===== src/rtl/branch_resolve_ex_if.sv =====
// ID/EX boundary bundle for the branch resolution unit: decode fields in,
// redirect, link and statistics out.
interface branch_resolve_ex_if #(
  parameter int unsigned CNT_W = 16
);
  logic             AnyStall;
  logic             Valid_ID;
  logic [31:0]      Pc_ID;
  logic [15:0]      Imm_ID;
  logic [2:0]       BpCtl_ID;
  logic             Link_ID;
  logic [31:0]      SrcA_ID;
  logic [31:0]      SrcB_ID;
  logic             BranchTaken_EX;
  logic [31:0]      RedirectPc_EX;
  logic             Valid_EX;
  logic [31:0]      LinkVal_EX;
  logic             Link_EX;
  logic [CNT_W-1:0] BranchCnt;
  logic [CNT_W-1:0] TakenCnt;

  modport master (
    output AnyStall, Valid_ID, Pc_ID, Imm_ID, BpCtl_ID, Link_ID, SrcA_ID, SrcB_ID,
    input  BranchTaken_EX, RedirectPc_EX, Valid_EX, LinkVal_EX, Link_EX,
           BranchCnt, TakenCnt
  );

  modport slave (
    input  AnyStall, Valid_ID, Pc_ID, Imm_ID, BpCtl_ID, Link_ID, SrcA_ID, SrcB_ID,
    output BranchTaken_EX, RedirectPc_EX, Valid_EX, LinkVal_EX, Link_EX,
           BranchCnt, TakenCnt
  );
endinterface


===== src/rtl/branch_resolve_ex.sv =====
// EX-stage branch resolution: registers decoded branch info, evaluates the
// condition, issues a single redirect pulse per taken branch and squashes the wrong path.
module branch_resolve_ex #(
  parameter int unsigned CNT_W = 16
) (
  input  logic                clk,
  input  logic                reset,
  branch_resolve_ex_if.slave  bus
);

  localparam int unsigned XLEN  = 32;
  localparam int unsigned IMM_W = 16;

  typedef enum logic [2:0] {
    OP_NONE = 3'b000,
    OP_BEQ  = 3'b001,
    OP_BNE  = 3'b010,
    OP_BLEZ = 3'b011,
    OP_BGTZ = 3'b100,
    OP_BLTZ = 3'b101,
    OP_BGEZ = 3'b110,
    OP_JR   = 3'b111
  } bp_op_e;

  logic             valid_q, valid_d;
  logic [XLEN-1:0]  pc_q, pc_d;
  logic [IMM_W-1:0] imm_q, imm_d;
  bp_op_e           bpctl_q, bpctl_d;
  logic             link_q, link_d;
  logic [XLEN-1:0]  srca_q, srca_d;
  logic [XLEN-1:0]  srcb_q, srcb_d;
  logic             redirect_issued_q, redirect_issued_d;
  logic             squash_pending_q, squash_pending_d;
  logic [CNT_W-1:0] branch_cnt_q, branch_cnt_d;
  logic [CNT_W-1:0] taken_cnt_q, taken_cnt_d;

  logic             cond_raw_c;
  logic             cond_c;
  logic             taken_c;
  logic             squash_c;
  logic             admit_c;
  logic [XLEN-1:0]  target_c;
  logic [XLEN-1:0]  pc_plus4_c;
  logic             a_zero_c;
  logic             a_neg_c;

  // Condition and target from EX registers; signed compares against zero use sign/zero bits.
  always_comb begin
    a_zero_c   = (srca_q == '0);
    a_neg_c    = srca_q[XLEN-1];
    pc_plus4_c = pc_q + XLEN'(4);
    cond_raw_c = 1'b0;
    unique case (bpctl_q)
      OP_NONE: cond_raw_c = 1'b0;
      OP_BEQ:  cond_raw_c = (srca_q == srcb_q);
      OP_BNE:  cond_raw_c = (srca_q != srcb_q);
      OP_BLEZ: cond_raw_c = a_neg_c | a_zero_c;
      OP_BGTZ: cond_raw_c = ~a_neg_c & ~a_zero_c;
      OP_BLTZ: cond_raw_c = a_neg_c;
      OP_BGEZ: cond_raw_c = ~a_neg_c;
      OP_JR:   cond_raw_c = 1'b1;
      default: cond_raw_c = 1'b0;
    endcase
    if (bpctl_q == OP_JR) begin
      target_c = srca_q;
    end else begin
      target_c = pc_plus4_c + {{(XLEN-IMM_W-2){imm_q[IMM_W-1]}}, imm_q, 2'b00};
    end
    cond_c   = valid_q & cond_raw_c;
    taken_c  = cond_c & ~redirect_issued_q;
    squash_c = taken_c | squash_pending_q;
    admit_c  = bus.Valid_ID & ~squash_c;
  end

  // Next-state: load on advance, hold on stall; flags remember a redirect issued under stall.
  always_comb begin
    valid_d           = valid_q;
    pc_d              = pc_q;
    imm_d             = imm_q;
    bpctl_d           = bpctl_q;
    link_d            = link_q;
    srca_d            = srca_q;
    srcb_d            = srcb_q;
    redirect_issued_d = redirect_issued_q;
    squash_pending_d  = squash_pending_q;
    branch_cnt_d      = branch_cnt_q;
    taken_cnt_d       = taken_cnt_q;
    if (!bus.AnyStall) begin
      valid_d           = admit_c;
      pc_d              = bus.Pc_ID;
      imm_d             = bus.Imm_ID;
      bpctl_d           = admit_c ? bp_op_e'(bus.BpCtl_ID) : OP_NONE;
      link_d            = admit_c & bus.Link_ID;
      srca_d            = bus.SrcA_ID;
      srcb_d            = bus.SrcB_ID;
      redirect_issued_d = 1'b0;
      squash_pending_d  = 1'b0;
      if (valid_q && (bpctl_q != OP_NONE)) begin
        branch_cnt_d = (branch_cnt_q == '1) ? branch_cnt_q : branch_cnt_q + CNT_W'(1);
        if (cond_c) begin
          taken_cnt_d = (taken_cnt_q == '1) ? taken_cnt_q : taken_cnt_q + CNT_W'(1);
        end
      end
    end else if (taken_c) begin
      redirect_issued_d = 1'b1;
      squash_pending_d  = 1'b1;
    end
  end

  always_ff @(posedge clk or negedge reset) begin
    if (!reset) begin
      valid_q           <= 1'b0;
      pc_q              <= '0;
      imm_q             <= '0;
      bpctl_q           <= OP_NONE;
      link_q            <= 1'b0;
      srca_q            <= '0;
      srcb_q            <= '0;
      redirect_issued_q <= 1'b0;
      squash_pending_q  <= 1'b0;
      branch_cnt_q      <= '0;
      taken_cnt_q       <= '0;
    end else begin
      valid_q           <= valid_d;
      pc_q              <= pc_d;
      imm_q             <= imm_d;
      bpctl_q           <= bpctl_d;
      link_q            <= link_d;
      srca_q            <= srca_d;
      srcb_q            <= srcb_d;
      redirect_issued_q <= redirect_issued_d;
      squash_pending_q  <= squash_pending_d;
      branch_cnt_q      <= branch_cnt_d;
      taken_cnt_q       <= taken_cnt_d;
    end
  end

  assign bus.BranchTaken_EX = taken_c;
  assign bus.RedirectPc_EX  = taken_c ? target_c : '0;
  assign bus.Valid_EX       = valid_q;
  assign bus.Link_EX        = link_q;
  assign bus.LinkVal_EX     = link_q ? pc_plus4_c : '0;
  assign bus.BranchCnt      = branch_cnt_q;
  assign bus.TakenCnt       = taken_cnt_q;

endmodule


===== src/flat_wrapper.sv =====
// flat-port wrapper written by rule: the top's interface ports become plain ports
module branch_resolve_ex_flat 
#(
  parameter int unsigned CNT_W = 16
)
  (clk, reset, bus_AnyStall, bus_Valid_ID, bus_Pc_ID, bus_Imm_ID, bus_BpCtl_ID, bus_Link_ID, bus_SrcA_ID, bus_SrcB_ID, bus_BranchTaken_EX, bus_RedirectPc_EX, bus_Valid_EX, bus_LinkVal_EX, bus_Link_EX, bus_BranchCnt, bus_TakenCnt);
  branch_resolve_ex_if #(.CNT_W(CNT_W)) bus_i ();
  input  logic clk;
  input  logic reset;
  input wire logic [$bits(bus_i.AnyStall)-1:0] bus_AnyStall;
  input wire logic [$bits(bus_i.Valid_ID)-1:0] bus_Valid_ID;
  input wire logic [$bits(bus_i.Pc_ID)-1:0] bus_Pc_ID;
  input wire logic [$bits(bus_i.Imm_ID)-1:0] bus_Imm_ID;
  input wire logic [$bits(bus_i.BpCtl_ID)-1:0] bus_BpCtl_ID;
  input wire logic [$bits(bus_i.Link_ID)-1:0] bus_Link_ID;
  input wire logic [$bits(bus_i.SrcA_ID)-1:0] bus_SrcA_ID;
  input wire logic [$bits(bus_i.SrcB_ID)-1:0] bus_SrcB_ID;
  output wire logic [$bits(bus_i.BranchTaken_EX)-1:0] bus_BranchTaken_EX;
  output wire logic [$bits(bus_i.RedirectPc_EX)-1:0] bus_RedirectPc_EX;
  output wire logic [$bits(bus_i.Valid_EX)-1:0] bus_Valid_EX;
  output wire logic [$bits(bus_i.LinkVal_EX)-1:0] bus_LinkVal_EX;
  output wire logic [$bits(bus_i.Link_EX)-1:0] bus_Link_EX;
  output wire logic [$bits(bus_i.BranchCnt)-1:0] bus_BranchCnt;
  output wire logic [$bits(bus_i.TakenCnt)-1:0] bus_TakenCnt;
  assign bus_i.AnyStall = bus_AnyStall;
  assign bus_i.Valid_ID = bus_Valid_ID;
  assign bus_i.Pc_ID = bus_Pc_ID;
  assign bus_i.Imm_ID = bus_Imm_ID;
  assign bus_i.BpCtl_ID = bus_BpCtl_ID;
  assign bus_i.Link_ID = bus_Link_ID;
  assign bus_i.SrcA_ID = bus_SrcA_ID;
  assign bus_i.SrcB_ID = bus_SrcB_ID;
  assign bus_BranchTaken_EX = bus_i.BranchTaken_EX;
  assign bus_RedirectPc_EX = bus_i.RedirectPc_EX;
  assign bus_Valid_EX = bus_i.Valid_EX;
  assign bus_LinkVal_EX = bus_i.LinkVal_EX;
  assign bus_Link_EX = bus_i.Link_EX;
  assign bus_BranchCnt = bus_i.BranchCnt;
  assign bus_TakenCnt = bus_i.TakenCnt;
  branch_resolve_ex #(.CNT_W(CNT_W)) u_core (.clk(clk), .reset(reset), .bus(bus_i));
endmodule

===== config.mk =====
export PLATFORM = sky130hd
export DESIGN_NAME = branch_resolve_ex_flat
export DESIGN_NICKNAME = d
export VERILOG_FILES = /design/src/rtl/branch_resolve_ex_if.sv /design/src/rtl/branch_resolve_ex.sv /design/src/flat_wrapper.sv
export SDC_FILE = /design/constraint.sdc
export NUM_CORES = 1
export LEC_CHECK = 0
export CAP_MARGIN = 5
export CORE_MARGIN = 8
export CORE_UTILIZATION = 50
export CTS_CLUSTER_DIAMETER = 30
export DETAILED_ROUTE_END_ITERATION = 16
export PLACE_DENSITY = 0.8
export SLEW_MARGIN = 10
export SYNTH_ARGS = -nofsm -noshare
export SYNTH_HDL_FRONTEND = slang
export SYNTH_SLANG_ARGS = --single-unit

===== constraint.sdc =====
create_clock -name clk -period 10.4 [get_ports clk]
set_input_delay 2.08 -clock clk [delete_from_list [all_inputs] [get_ports clk]]
set_output_delay 2.08 -clock clk [all_outputs]
set_load 0.005 [all_outputs]

==> impl_metrics.tcl <==
set metrics [dict create \
    status "finished, final reports clean" \
    avgSynthCellArea_um2 10.30 \
    yosysSeqAreaShare_pct 41.44 \
    gr-total-overflow 0 \
    grtUsageTotal_pct 24.22 \
    antenna_found_initial 1 \
    synthArstFlopShare_pct 100.0 \
    slowest_stage "nor4_1" \
    clock.fmax_ghz 0.1398 \
    r2r-start "u_core.srca_q[22]" \
    boundaryPins 219 \
    wl_per_cell_um 20.42 \
    ys_warn_count 0 \
    worstSetupEndpointType "output pin" \
    worstSetupPathDepth 15 \
    tritoncts "yes" \
    critical_path_required_ns 8.32 \
    dr_total_vias 7483 \
    synth.area.top_cells "dfrtp_1, mux2_2, xnor2_1" \
    nFillCells 1445 \
    synth_cells 879 \
    synth_top_area_share_pct 41.44 \
    cpPeakStageDelay_ns 0.63 \
    leakage_nw 4.964 \
    ys_types 58 \
    drt-initial-drc-count 483 \
    cts_setup_buffers 0 \
    vdd_drop_max_mv 0.1223 \
    clkTransAtPathRegs_ns 0.07 \
    gp_congestion 0.9473 \
    max_slew_margin_pct 29.70 \
    cp_max_fo 6 \
    numPortBuffers 218 \
    cts_resized 0 \
    r2r_end "u_core.bus.TakenCnt[1]" \
    cts_inserted_buffers 17 \
    worst_slew_pin_slew_ns 1.054 \
    grt_setup_unrepaired "no" \
    avgViaCountPerCell 5.618 \
    antenna_cells 0 \
    routed_wl_um 27210 \
    rows 49 \
    cp_num_buf_inv 1 \
    grt_pass1_wl_um 42880 \
    drive_gt1_share_pct 14.69 \
    post-dp-hpwl_um 20850 \
    ys.flop_type "dfrtp_1" \
    synth_area_mm2 0.009057 \
    setup_violations 0 \
    coreArea_mm2 0.01784 \
    regArea_mm2 0.003754 \
    dr.pass1.iters 6 \
    nets 1251 \
    route.detailed.drc 0 \
    finClkSkew_ns 0.01137 \
    multi_input_area_mm2 0.005124 \
    synth_nets 1040 \
    grt_max_degree 97 \
    ys_ff_latch 150 \
    finalCriticalPeriod_ns 7.152 \
    instances_no_fill 1332 \
    detail-route-antenna-nets 0 \
    dieArea_mm2 0.02268 \
    criticalPathCategory "reg -> out" \
    dieHeight_um 150.6 \
    synth.most_common_cell "dfrtp_1" \
    final_max_slew_viol_count 0 \
    hold_violations 0 \
    grt_pass1_vias 7841 \
    start_util_pct 50.77 \
    hold_start "u_core.bus.BranchCnt[8]" \
    p_per_area_mw_per_mm2 160.9 \
    dp.cells 1300 \
    clock-sinks 150 \
    clk_path_buf_depth 2 \
    setup-tns-final_ns 0 \
    ff2ff_path_depth 7 \
    clk_latency_ns 0.43 \
    die_w_um 150.6 \
    yosysTopAreaCell "dfrtp_1" \
    cp.arrival_ns 5.07 \
    ys_top_cells_by_count "dfrtp_1, mux2_2, xnor2_1" \
    hp-class "reg -> reg" \
    htreeDepth 4 \
    cts-root-buf "clkbuf_16" \
    syn_to_final_growth_pct 32.97 \
    r2r_slack_ns 7.42 \
    holdPathStages 1 \
    cp-start-kind "flop" \
    drv_cap 0 \
    holdPathEnd "u_core.bus.BranchCnt[8]" \
    synth_edf_count 0 \
    crit_family "simple AND/OR/NAND/NOR gates" \
    post-route-period-util_pct 68.76 \
    cp_cell_sequence "nand4_1 -> nor4_1 -> nand2_1 -> nor2_1 -> xor2_1 -> ha_1 -> and3_1 -> and3_1 -> a221o_1 -> a21oi_1 -> a31oi_1 -> o21ai_0 -> xor2_1 -> a211oi_1 -> clkdlybuf4s50_1" \
    holdBufCountCts 0 \
]
worst max-delay path by stage:
stage	start	endpoint
2_1_floorplan	u_core.pc_q[8]	bus_RedirectPc_EX[29]
3_3_place_gp	u_core.pc_q[8]	bus_RedirectPc_EX[29]
3_5_place_dp	u_core.pc_q[8]	bus_RedirectPc_EX[29]
4_1_cts	u_core.pc_q[8]	bus_RedirectPc_EX[29]
5_1_grt	u_core.pc_q[8]	bus_RedirectPc_EX[29]
6_report	u_core.pc_q[8]	bus_RedirectPc_EX[29]
cell usage in the layout, fill, tap and decap left out, types with 6 or more instances in the layout:
cell             netlist  routed
a211oi_1               8       8
a21o_1                14      14
a21oi_1               42      42
and2_1                40      40
and3_1                22      22
buf_4                  0       6
clkbuf_16              0      17
clkdlybuf4s50_1        0     216
dfrtp_1              150     150
ha_1                  40      40
inv_1                 11      11
mux2_2               115     115
nand2_1               78      78
nand3_1               40      40
nand4_1               22      22
nor2_1                40      40
nor3_1                16      16
nor4_1                13      13
o21ai_0               17      17
or3_1                  6       6
xnor2_1               82      82
xor2_1                26      26
registers in the layout, summed over array words and instances, names as in the netlist:
signal and count:
u_core.bpctl_q 3, u_core.bus.BranchCnt 16, u_core.bus.Link_EX 1, u_core.bus.TakenCnt 16
u_core.bus.Valid_EX 1, u_core.imm_q 16, u_core.pc_q 32, u_core.redirect_issued_q 1
u_core.srca_q 32, u_core.srcb_q 32
power breakdown:
part           switching, mW  total [mW]  internal (mW)
clock network          0.283       0.649          0.366
registers             0.0874       0.736          0.648
logic                  0.255       0.552          0.298
total                  0.625        1.94           1.31
cells by family (layout without fill, tap and decap cells):
logic type      Yosys count  in the layout  share of synthesized area, %
buf+inv                  43            267                         1.989
compound gates          120            120                         8.662
simple gates            300            300                         17.20
mux                     117            117                         14.52
flops                   150            150                         41.44
fa+ha+maj                41             41                         5.747
xor+xnor                108            108                         10.44
metal layers:
metal / wire, µm / vias to the layer above / track usage [%] / share of wire, %
met4: 667 / 2 / 8.313 / 2.5
met2: 12880 / 269 / 38.83 / 47
met5: 13 / - / 0 / 0.048
met1: 11320 / 3600 / 30.63 / 42
li1: - / 3569 / - / -
met3: 2320 / 43 / 7.214 / 8.5
cell type report:
cell class | instances | area share, %
Clock inverter | 14 | 1.558
Tap cell | 229 | 2.379
Inverter | 12 | 0.3740
Sequential cell | 150 | 31.17
Clock buffer | 18 | 3.563
Multi-Input combinational cell | 686 | 42.54
Timing Repair Buffer | 223 | 18.42
per-stage QoR:
| stage | hold slack, ns | setup slack [ns] | util (%) | instance area [µm²] | power, mW |
|---|---|---|---|---|---|
| final | 0.5028 | 3.248 | 67.51 | 12040 | 1.937 |
| after global routing | 0.5221 | 2.723 | 67.51 | 12040 | 2.037 |
| after CTS | 0.5066 | 3.298 | 67.51 | 12040 | 1.947 |
| after detailed placement | 0.4930 | 3.782 | 64.05 | 11430 | 1.294 |
| after global placement | 0.4840 | 3.957 | 64.05 | 11430 | 1.284 |
| after floorplan | 0.4770 | 4.928 | - | 9057 | 1.050 |
Note: power is estimated with default switching activity, not from simulation.
